==> config.mk <==
export PLATFORM = sky130hd
export DESIGN_NAME = sd_emmc_clock_monitor
export DESIGN_NICKNAME = d
export VERILOG_FILES = /design/src/rtl/sd_emmc_clk_pkg.sv /design/src/rtl/sd_emmc_edge_detect.sv /design/src/rtl/sd_emmc_clock_monitor.sv
export SDC_FILE = /design/constraint.sdc
export NUM_CORES = 1
export LEC_CHECK = 0
export BUFFER_PORTS_ARGS = -buffer_cell sky130_fd_sc_hd__buf_2
export CORE_UTILIZATION = 45
export DETAILED_ROUTE_END_ITERATION = 8
export PLACE_DENSITY = 0.67
export SLEW_MARGIN = 10
export SYNTH_ARGS = -nofsm -noshare
export SYNTH_HDL_FRONTEND = slang
export SYNTH_SLANG_ARGS = --single-unit
==> constraint.sdc <==
create_clock -name AXI_CLOCK -period 5.9 [get_ports AXI_CLOCK]
set_input_delay 0.59 -clock AXI_CLOCK [delete_from_list [all_inputs] [get_ports AXI_CLOCK]]
set_output_delay 0.59 -clock AXI_CLOCK [all_outputs]
set_load 0.05 [all_outputs]
==> src/rtl/sd_emmc_clk_pkg.sv <==
// rtl/sd_emmc_clk_pkg.sv - shared constants, state enum and expected half-period helper for the SD clock monitor
package sd_emmc_clk_pkg;

  localparam logic [7:0]  SDCLK_DIV_SPECIAL      = 8'h7D;
  localparam logic [11:0] SDCLK_DIV_SPECIAL_HALF = 12'd500;

  localparam logic [1:0] FAULT_NONE   = 2'b00;
  localparam logic [1:0] FAULT_PERIOD = 2'b01;
  localparam logic [1:0] FAULT_STALL  = 2'b10;

  typedef enum logic [1:0] {
    IDLE    = 2'd0,
    ACQUIRE = 2'd1,
    LOCKED  = 2'd2,
    FAULT   = 2'd3
  } mon_state_e;

  // The special divisor code selects the 400 kHz identification-mode clock.
  function automatic logic [11:0] expected_half(input logic [7:0] div);
    if (div == SDCLK_DIV_SPECIAL) return SDCLK_DIV_SPECIAL_HALF;
    return {4'd0, div} + 12'd1;
  endfunction

endpackage

==> src/rtl/sd_emmc_edge_detect.sv <==
// rtl/sd_emmc_edge_detect.sv - sd_clk sampler and edge pulse; SD_CLK_MON_SYNC_EN adds a 2-flop synchronizer
module sd_emmc_edge_detect (
  input  logic AXI_CLOCK,
  input  logic AXI_RST,
  input  logic sd_clk_in,
  output logic edge_pulse
);

  logic sd_s;
  logic s_q;
  logic s_qq;

`ifdef SD_CLK_MON_SYNC_EN
  logic [1:0] sync_q;

  always_ff @(posedge AXI_CLOCK or negedge AXI_RST) begin
    if (!AXI_RST) sync_q <= 2'b00;
    else          sync_q <= {sync_q[0], sd_clk_in};
  end

  assign sd_s = sync_q[1];
`else
  assign sd_s = sd_clk_in;
`endif

  always_ff @(posedge AXI_CLOCK or negedge AXI_RST) begin
    if (!AXI_RST) begin
      s_q  <= 1'b0;
      s_qq <= 1'b0;
    end else begin
      s_q  <= sd_s;
      s_qq <= s_q;
    end
  end

  assign edge_pulse = s_q ^ s_qq;

endmodule

==> src/rtl/sd_emmc_clock_monitor.sv <==
// rtl/sd_emmc_clock_monitor.sv - SD/eMMC card clock half-period checker (lock, period error, stall); option SD_CLK_MON_SYNC_EN
module sd_emmc_clock_monitor
  import sd_emmc_clk_pkg::*;
#(
  parameter int LOCK_COUNT  = 4,
  parameter int TOL         = 1,
  parameter int STALL_EXTRA = 2
) (
  input  logic        AXI_CLOCK,
  input  logic        AXI_RST,
  input  logic        mon_en,
  input  logic        sd_clk_in,
  input  logic [7:0]  DIVISOR,
  input  logic        fault_clr,
  output logic        clk_locked,
  output logic        clk_fault,
  output logic [1:0]  fault_code,
  output logic        fault_pulse,
  output logic [11:0] meas_half_period
);

  logic        edge_pulse;
  mon_state_e  state, state_d;
  logic [11:0] cnt, cnt_d;
  logic [11:0] meas_q, meas_d;
  logic [7:0]  div_q;
  logic [3:0]  match_cnt, match_d, match_inc;
  logic        armed, armed_d;
  logic [1:0]  code_q, code_d;
  logic        pulse_q, pulse_d;
  logic        restart, fault_hit;
  logic [1:0]  fault_type;

  logic [11:0] exp_half;
  logic [11:0] diff;
  logic        in_tol;
  logic [12:0] stall_lim;
  logic        stall_hit;
  logic        div_chg;

  sd_emmc_edge_detect u_edge (
    .AXI_CLOCK  (AXI_CLOCK),
    .AXI_RST    (AXI_RST),
    .sd_clk_in  (sd_clk_in),
    .edge_pulse (edge_pulse)
  );

  assign exp_half  = expected_half(div_q);
  assign diff      = (cnt >= exp_half) ? (cnt - exp_half) : (exp_half - cnt);
  assign in_tol    = (diff <= 12'(TOL));
  assign stall_lim = {exp_half, 1'b0} + 13'(STALL_EXTRA);
  assign stall_hit = ({1'b0, cnt} >= stall_lim);
  assign div_chg   = (DIVISOR != div_q);
  assign match_inc = match_cnt + 4'd1;

  always_comb begin
    state_d    = state;
    cnt_d      = (cnt == 12'hFFF) ? cnt : cnt + 12'd1;
    meas_d     = meas_q;
    match_d    = match_cnt;
    armed_d    = armed;
    code_d     = code_q;
    pulse_d    = 1'b0;
    restart    = 1'b0;
    fault_hit  = 1'b0;
    fault_type = FAULT_NONE;
    if (edge_pulse) cnt_d = 12'd1;

    case (state)
      IDLE: begin
        cnt_d = 12'd0;
        if (mon_en) restart = 1'b1;
      end
      ACQUIRE, LOCKED: begin
        if (div_chg) begin
          restart = 1'b1;
        end else if (edge_pulse) begin
          meas_d = cnt;
          // The first edge after (re)start only opens the measurement window.
          if (state == ACQUIRE && !armed) begin
            armed_d = 1'b1;
          end else if (in_tol) begin
            if (state == ACQUIRE) begin
              match_d = match_inc;
              if (match_inc == 4'(LOCK_COUNT)) state_d = LOCKED;
            end
          end else if (state == ACQUIRE) begin
            match_d = 4'd0;
          end else begin
            fault_hit  = 1'b1;
            fault_type = FAULT_PERIOD;
          end
        end else if ((state == LOCKED || armed) && stall_hit) begin
          fault_hit  = 1'b1;
          fault_type = FAULT_STALL;
        end

        if (fault_hit) begin
          if (fault_clr) begin
            restart = 1'b1;
          end else begin
            state_d = FAULT;
            code_d  = fault_type;
            pulse_d = 1'b1;
          end
        end
      end
      FAULT: begin
        if (fault_clr) begin
          restart = 1'b1;
          code_d  = FAULT_NONE;
        end
      end
      default: state_d = IDLE;
    endcase

    if (restart) begin
      state_d = ACQUIRE;
      cnt_d   = 12'd0;
      match_d = 4'd0;
      armed_d = 1'b0;
    end

    if (!mon_en) begin
      state_d = IDLE;
      cnt_d   = 12'd0;
      meas_d  = 12'd0;
      match_d = 4'd0;
      armed_d = 1'b0;
      code_d  = FAULT_NONE;
      pulse_d = 1'b0;
    end
  end

  always_ff @(posedge AXI_CLOCK or negedge AXI_RST) begin
    if (!AXI_RST) begin
      state     <= IDLE;
      cnt       <= 12'd0;
      meas_q    <= 12'd0;
      div_q     <= 8'd0;
      match_cnt <= 4'd0;
      armed     <= 1'b0;
      code_q    <= FAULT_NONE;
      pulse_q   <= 1'b0;
    end else begin
      state     <= state_d;
      cnt       <= cnt_d;
      meas_q    <= meas_d;
      div_q     <= DIVISOR;
      match_cnt <= match_d;
      armed     <= armed_d;
      code_q    <= code_d;
      pulse_q   <= pulse_d;
    end
  end

  assign clk_locked       = (state == LOCKED);
  assign clk_fault        = (state == FAULT);
  assign fault_code       = code_q;
  assign fault_pulse      = pulse_q;
  assign meas_half_period = meas_q;

endmodule

* Yosys cells after proc, flatten, opt, wreduce, memory -nomap -nowiden *
Index checks and enable logic that the tools add are counted.

word-level totals
  logic and storage cells = 118
  output and inout bits = 17
  register bits = 44

operators by class
  eq/ne operators = 21
  multiplexer cells = 67
  magnitude comparators = 3
  bitwise gates (word level) = 1
  reductions and logical operators = 10
  add/sub/neg operators = 6

operator list
  kind                                                                               number
  12-bit two-way mux                                                                 12
  2-bit two-way mux                                                                  18
  4-bit two-way mux                                                                  9
  1-bit two-way mux                                                                  26
  12-bit subtractor                                                                  2
  3-bit by 1-bit inequality test with 1-bit output, second input constant            5
  3-bit inequality test, second input constant                                       5
  13-bit by 2-bit adder with 13-bit output, second input constant                    1
  12-bit by 13-bit >= comparator with 1-bit output                                   1
  12-bit by 1-bit adder with 12-bit output, second input constant                    1
  12-bit equality test, second input constant                                        1
  12-bit >= comparator                                                               1
  12-bit by 1-bit less-or-equal comparator with 1-bit output, second input constant  1
  8-bit by 1-bit adder with 9-bit output, second input constant                      1
  8-bit by 7-bit equality test with 1-bit output, second input constant              1
  8-bit inequality test                                                              1
  4-bit AND reduction                                                                2
  5-bit by 4-bit inequality test with 1-bit output, second input constant            1
  5-bit AND reduction                                                                1
  4-bit by 1-bit adder with 4-bit output, second input constant                      1
  2-bit equality test, second input constant                                         2
  4-bit by 3-bit equality test with 1-bit output, second input constant              1
  2-bit by 1-bit inequality test with 1-bit output, second input constant            2
  2-bit case mux with 2 select lines                                                 1
  other kinds (10)                                                                   11

* Longest topological paths before layout *
Gate-level depths: netlist (run 1).

  word-level depth = 15
  gate-level depth with buffers = 23
  depth with buffers taken out = 21

* Cells and area by module *
A second synthesis (run 1) with hierarchy kept.

second synthesis, totals
  cells, all modules = 449
  area, all modules = 3761.1 sq um

by module, submodules not included
  module                 area an instance (sq um)  cells an instance  instances
  sd_emmc_clock_monitor  3702.3                    446                1
  sd_emmc_edge_detect    58.8                      3                  1

* Worst setup path after synthesis (run 1) *
OpenSTA, ideal clock, no wires.

  kind = flip-flop to flip-flop
  start point = register div_q[2]
  end point = register state[1]
  library setup time = 0.096 ns
  data required time = 5.804 ns
  clock period less this slack = 4.084 ns
  cell stages (with the launch flop) = 19
  arrival time = 3.988 ns
  setup slack = 1.816 ns
  path through = dfrtp_1 > and3_1 > and2_1 > nand2_1 > or2_2 > nand2b_1 > ha_1 > inv_1 > fa_1 > a21o_1 > a2111oi_0 > a211oi_1 > a2111oi_1 > nand4_1 > a21oi_2 > nand4_4 > a311o_1 > buf_6 > a311oi_2

on the way
  cells in the longest elaborated chain, start to end = 15
  elaborated cells between the ends (all ways) = 33
  classes of those cells = 4 x add/sub; 3 x order compare; 3 x eq/ne; 22 x mux; 1 x reduce/logical

RTL lines
  item                                                        RTL line                      text
  start: declaration                                          sd_emmc_clock_monitor.sv:26   logic [7:0] div_q;
  start signal: assignment                                    sd_emmc_clock_monitor.sv:140  div_q <= 8'd0;
  start signal: assignment                                    sd_emmc_clock_monitor.sv:149  div_q <= DIVISOR;
  branches (longest 15 deep; another with 12-bit subtractor)  n/a
  end signal: assignment                                      sd_emmc_clock_monitor.sv:146  state <= state_d;
  end: declaration                                            sd_emmc_clock_monitor.sv:23   mon_state_e state, state_d;

Parallel ways; which one is timed is not known. The select of a mux whose other input is x is not followed.
A chain may end at the register's enable or synchronous reset.

* Worst setup path in the final report (run 1) *
Same ends and word-level chain as after synthesis.

==> impl_metrics.ini, run 1 <==
[status]
status = finished clean

[timing]
finalHoldViolations = 0
relSlewSlack_pct = 33.4
fmax_ghz = 0.204
finClkSkew_ns = 0.00845
slew_violations = 0
rsz0062_at_grt = false
post-route-period-util_pct = 83.1
post-route-min-period_ns = 4.90
finalSetupViolations = 0
tns_ns = 0
worst_pin_slew_ns = 0.999

[detailed_routing]
drt_iter0_markers = 132
vias = 3377
dr.pass1.iters = 4
via_per_inst = 5.73
drc = 0
routed_wl_microns = 9310
final_antenna_net_count = 0
detail_route.wl_per_cell_microns = 15.8

[critical_path]
critical_path_required_ns = 6.11
crit_type = reg -> reg
startpoint_type = flop
crit_path_end_kind = flop
crit_fanout = 18
r2r_start = div_q[2]
critPathArrivalTime_ns = 5.11
startpoint = div_q[2]

[floorplan]
ios = 30
chipHeight_microns = 96.0
start_util_pct = 47.4
coreArea_sq_um = 8380
dieWidth_microns = 96.0
die_area_sq_um = 9210
num_rows = 33

[min_path]
hold_path_class = in -> reg
hold_start = sd_clk_in

[clocking]
clk_latency_ns = 0.30
h-tree-depth = 2
cts_tree = done
ctsResizeCount = 0
holdBufCountCts = 0
cts-root-buf = clkbuf_8
cts-buffers-inserted = 5
clk_pin_slew_ns = 0.08
post_cts_buffers = 0
clock_path_buffers = 2
cts_sinks = 44

[synthesis]
synth_seq_cells = 44
synth_edf_count = 0
async_reset_ff_share_pct = 100
syn_nets = 518
syn_inst = 465
syn_area_sq_um = 3970
yosysMostFrequentCell = dfrtp_1
avgSynthCellArea_sq_um = 8.55
synth_warnings = 0
yosysSeqAreaShare_pct = 27.7
synth_top_area_share_pct = 27.7
synth.largest_area_cell = dfrtp_1
ys_types = 66
synthTopCellsByCount = 44 x dfrtp_1, 42 x nor2_1, 38 x ha_1, 36 x inv_1
synth_area_leaders = dfrtp_1 28%, ha_1 12%, xnor2_1 5.5%
synthFlopType = dfrtp_1

[placement]
port_buffers = 29
place_hpwl_microns = 7310
place.gp.congestion = 0.959

[finish]
num_antenna_cells = 0
nNetsFinal = 538
drive_gt1_share_pct = 12.6
fin_util_pct = 50.7
area_growth_pct = 6.93

[pwr]
leakage_nw = 1.88
power_density_nw_per_um2 = 160
ir_worst_vdd_mv = 0.106

[flow_run]
drv_cap = 0

[global_routing]
grt_max_degree = 45
grt_overflow_total = 0
grt_pass1_wl_microns = 15200
grt_use_total_pct = 21.3
grt_pass1_vias = 3119
grt_antenna_before_repair = 0
## power by group
| group | switching (mW) | leakage, nW | total (mW) | internal (mW) |
|---|---|---|---|---|
| Sequential | 0.00607 | 0.589 | 0.311 | 0.305 |
| Clock | 0.102 | 0.0501 | 0.223 | 0.122 |
| Combinational | 0.0908 | 1.24 | 0.146 | 0.0552 |
## logic make-up (layout without fill, tap and decap cells)
kind of cell               Yosys count  in the layout  share of synthesized area, %
other                                1              1                        0.0944
DFF                                 44             44                          27.7
adders and majority gates           40             40                          13.0
and+or+nand+nor                    166            166                          21.5
xor gates and xnor gates            35             35                          7.71
buffers and inverters               53             72                          6.11
muxes                               16             16                          4.03
AOI/OAI and AO/OA                  110            110                          19.9
## flip-flops by register name (all words and copies together), names as in the netlist
signal	flops
state	2
fault_pulse	1
armed	1
meas_half_period	12
u_edge.s_q	1
match_cnt	4
u_edge.s_qq	1
cnt	12
div_q	8
fault_code	2
## cells in the final DEF (no fill, tap or decap), drive strengths merged, types with 3 or more instances in the layout
cell type,Yosys,routed
nor2,47,47
dfrtp,44,44
a21oi,39,39
ha,38,38
inv,36,36
nand2,33,33
buf,12,30
xnor2,25,25
nor3,20,20
nand3,18,18
mux2i,16,16
o21ai,14,14
xor2,10,10
nand4,9,9
a211oi,9,9
nand2b,8,8
nor2b,8,8
a21o,8,8
a31oi,5,5
o211ai,5,5
clkbuf,5,5
and3,5,5
or3,5,5
o21bai,4,4
nor4,4,4
and2,3,3
o31ai,3,3
a21boi,3,3
a221oi,3,3
## final cells by class
class | instances | area [sq um]
clock inverters | 1 | 30.0
inverters | 36 | 135
flip-flops and latches | 44 | 1100
multi-input cells | 368 | 2630
repair buffers | 30 | 153
fillers | 807 | 4130
clock buffers | 5 | 68.8
well taps | 105 | 131
## metrics by stage
step | worst slack [ns] | hold WS, ns | power [mW] | cell area, sq um | std cells
CTS | 1.00 | 0.387 | 0.687 | 4250 | 589
finish | 0.999 | 0.396 | 0.681 | 4250 | 589
global route | 0.721 | 0.390 | 0.718 | 4250 | 589
floorplan | 1.82 | 0.294 | 0.427 | 3970 | 465
global placement | 1.05 | 0.426 | 0.461 | 4150 | 583
detailed placement | 1.03 | 0.430 | 0.462 | 4150 | 583
## critical path: stages (launching register included)
cell and delay (ns):
dfrtp_1 0.44, and3_1 0.19, and2_1 0.14, nand2_1 0.10
or2_2 0.35, nand2b_1 0.15, ha_1 0.19, inv_1 0.06
fa_1 0.41, a21o_1 0.24, a2111oi_0 0.44, a211oi_1 0.12
a2111oi_1 0.38, nand4_1 0.19, a21oi_2 0.22, nand4_4 0.21
a311o_1 0.64, a311oi_2 0.34
## worst paths after layout
kind | slack [ns] | depth (start not counted) | end
worst max-delay path | 1.0 | 17 | state[1]
worst min-delay path | 0.40 | 1 | u_edge.s_q
worst max register to register | 1.0 | 17 | state[1]
worst min register to register | 0.45 | 0 | u_edge.s_qq
max in group asynchronous | 4.84 | 1 | cnt[7]
min in group asynchronous | 0.45 | 1 | div_q[5]
## per-layer routing
metal,global-route usage [%],vias up,wire length (microns),share of wire [%]
li1,-,1682,-,-
met4,6.97,0,199,2.1
met3,3.40,11,359,3.9
met2,35.4,80,4410,47
met1,28.1,1604,4340,47
met5,0,-,0,0
Note: power is estimated with default switching activity, not from simulation.
==> run 2, diff against run 1 <==
Settings changed: ABC_AREA from default to 1, PLACE_DENSITY 0.67 to 0.66.
Clock period 5.9 ns to 4.8 ns, I/O delays scaled along.
==> impl_metrics.ini, run 2 <==
[synthesis]
yosysMostFrequentCell = nand2_1
synth_warnings = 0
synth_area_leaders = dfrtp_1 26%, nand2_1 16%, ha_1 11%
ys_types = 40
async_reset_ff_share_pct = 100
syn_inst = 628
syn_area_sq_um = 4170
synth_top_area_share_pct = 26.4
synthFlopType = dfrtp_1
synth.largest_area_cell = dfrtp_1
synth_edf_count = 0
yosysSeqAreaShare_pct = 26.4
avgSynthCellArea_sq_um = 6.65
synthTopCellsByCount = 180 x nand2_1, 91 x inv_1, 54 x nor2_1, 44 x dfrtp_1, 41 x nand3_1
synth_seq_cells = 44
syn_nets = 681

[timing]
post-route-min-period_ns = 4.25
relSlewSlack_pct = 33.4
hold_ws_ns = 0.287
fmax_ghz = 0.235
slew_violations = 0
post-route-period-util_pct = 88.6
finalHoldViolations = 0
rsz0062_at_grt = false
worst_pin_slew_ns = 0.999
tns_ns = 0
finalSetupViolations = 0
finClkSkew_ns = 0.00505

[placement]
port_buffers = 29
place_hpwl_microns = 8740
place.gp.congestion = 0.991

[global_routing]
met1_usage_pct = 34.0
grt_pass1_vias = 3913
grt_antenna_before_repair = 0
grt_use_total_pct = 23.9
top_usage_layer = met2
grtUsageMet2_pct = 37.8
grt_overflow_total = 0
grt_use_met3_pct = 2.65
grt_max_degree = 45
grt_pass1_wl_microns = 18500

[critical_path]
crit_fanout = 11
critical_path_required_ns = 5.02
startpoint_type = flop
critPathArrivalTime_ns = 4.48
crit_type = reg -> reg
crit_path_end_kind = flop

[pwr]
power_density_nw_per_um2 = 195
ir_worst_vdd_mv = 0.264
leakage_nw = 2.43
p_total_mw = 0.882

[floorplan]
num_rows = 34
start_util_pct = 47.2
ios = 30
die_area_sq_um = 9660
coreArea_sq_um = 8850
dieWidth_microns = 98.3
chipHeight_microns = 98.3

[detailed_routing]
drt_iter0_markers = 194
vias = 4060
final_antenna_net_count = 0
drc = 0
dr.pass1.iters = 4
detail_route.wl_per_cell_microns = 14.2
via_per_inst = 5.32
routed_wl_microns = 10900

[clocking]
clk_latency_ns = 0.30
cts_tree = done
clk_pin_slew_ns = 0.09
cts-buffers-inserted = 5
h-tree-depth = 2
clock_path_buffers = 2
holdBufCountCts = 0
cts-root-buf = clkbuf_8
ctsResizeCount = 0
post_cts_buffers = 0
cts_sinks = 44

[finish]
num-fill-cells = 895
drive_gt1_share_pct = 12.4
num_antenna_cells = 0
final_cell_mix = 180 x nand2_1, 91 x inv_1, 54 x nor2_1
area_growth_pct = 8.21
final_common_cell = nand2_1
nNetsFinal = 707

[min_path]
hold_path_class = in -> reg

[flow_run]
drv_cap = 0

[status]
status = finished clean
[run 2: cell types whose count changed after synthesis, sizes merged, moves of 9 or more]
cell and delta:
nor2 +12, a211oi -9, nand3 +24, mux2i -16, nand2 +151, nand4 +14
nor3 -10, o21ai +23, inv +63, xnor2 -22, or2 +10
[run 2: power by group]
| part | leakage [nW] | internal (mW) | total, mW | switching [mW] |
|---|---|---|---|---|
| Combinational | 1.78 | 0.0636 | 0.194 | 0.130 |
| Sequential | 0.589 | 0.376 | 0.382 | 0.00600 |
| Clock | 0.0614 | 0.170 | 0.306 | 0.135 |
[run 2: logic make-up (layout without fill, tap and decap cells)]
family                     Yosys count  count (layout)  share of synthesized area (%)
xor gates and xnor gates            20              20                           4.20
AOI/OAI and AO/OA                   79              79                           11.2
other                                1               1                         0.0898
DFF                                 44              44                           26.4
adders and majority gates           40              40                           12.4
and+or+nand+nor                    335             335                           35.3
buffers and inverters              109             136                           10.5
[run 2: layout make-up]
type | instances | area (sq um) | share of cell area [%]
clock buffer | 6 | 82.6 | 1.83
inverter | 99 | 374 | 8.28
tap | 108 | 135 | 2.99
timing repair buffer | 29 | 145 | 3.21
multi-input combinational | 475 | 2640 | 58.4
clock inverter | 2 | 38.8 | 0.859
sequential | 44 | 1100 | 24.4
[run 2: final timing paths]
check                           startpoint     endpoint  slack [ns]  cells after the start
worst min-delay path             sd_clk_in   u_edge.s_q        0.29                      1
min in group asynchronous          AXI_RST   u_edge.s_q        0.34                      1
worst min register to register  u_edge.s_q  u_edge.s_qq        0.38                      0
worst max-delay path              div_q[2]       cnt[8]        0.55                     22
worst max register to register    div_q[2]       cnt[8]        0.55                     22
max in group asynchronous          AXI_RST       cnt[1]        3.83                      1
[run 2: critical path: stages (launching register included)]
cell and delay (ns):
dfrtp_1 0.39, inv_1 0.10, nor4_2 0.40, nand3_1 0.14, o21ai_0 0.47, inv_1 0.13
ha_1 0.47, nand2_1 0.16, nor2_1 0.30, nand2_1 0.11, nand2_1 0.07, nand2_1 0.05
a21oi_1 0.13, nand2_1 0.09, nand2_1 0.10, nand3_1 0.07, nor2_1 0.08, nand2_1 0.10
nand2_1 0.11, nand2_2 0.09, a21oi_4 0.16, nand2_2 0.23, o21ai_2 0.21
[run 2: routing by layer]
layer / part of all wire (%) / vias up / routed length, microns
met5: 0 / - / 0
met4: 2.7 / 0 / 297
met3: 5.1 / 25 / 552
met2: 43 / 134 / 4660
met1: 49 / 1839 / 5350
li1: - / 2062 / -
[run 2: per-stage QoR]
| stage | instances | util, % | cell area [sq um] | worst slack, ns |
|---|---|---|---|---|
| 2_1_floorplan | 628 | - | 4170 | 1.30 |
| 3_3_place_gp | 755 | 49.6 | 4390 | 0.563 |
| 3_5_place_dp | 755 | 49.6 | 4390 | 0.558 |
| 4_1_cts | 763 | 51.0 | 4510 | 0.494 |
| 5_1_grt | 763 | 51.0 | 4520 | 0.0474 |
| 6_report | 763 | 51.0 | 4520 | 0.545 |
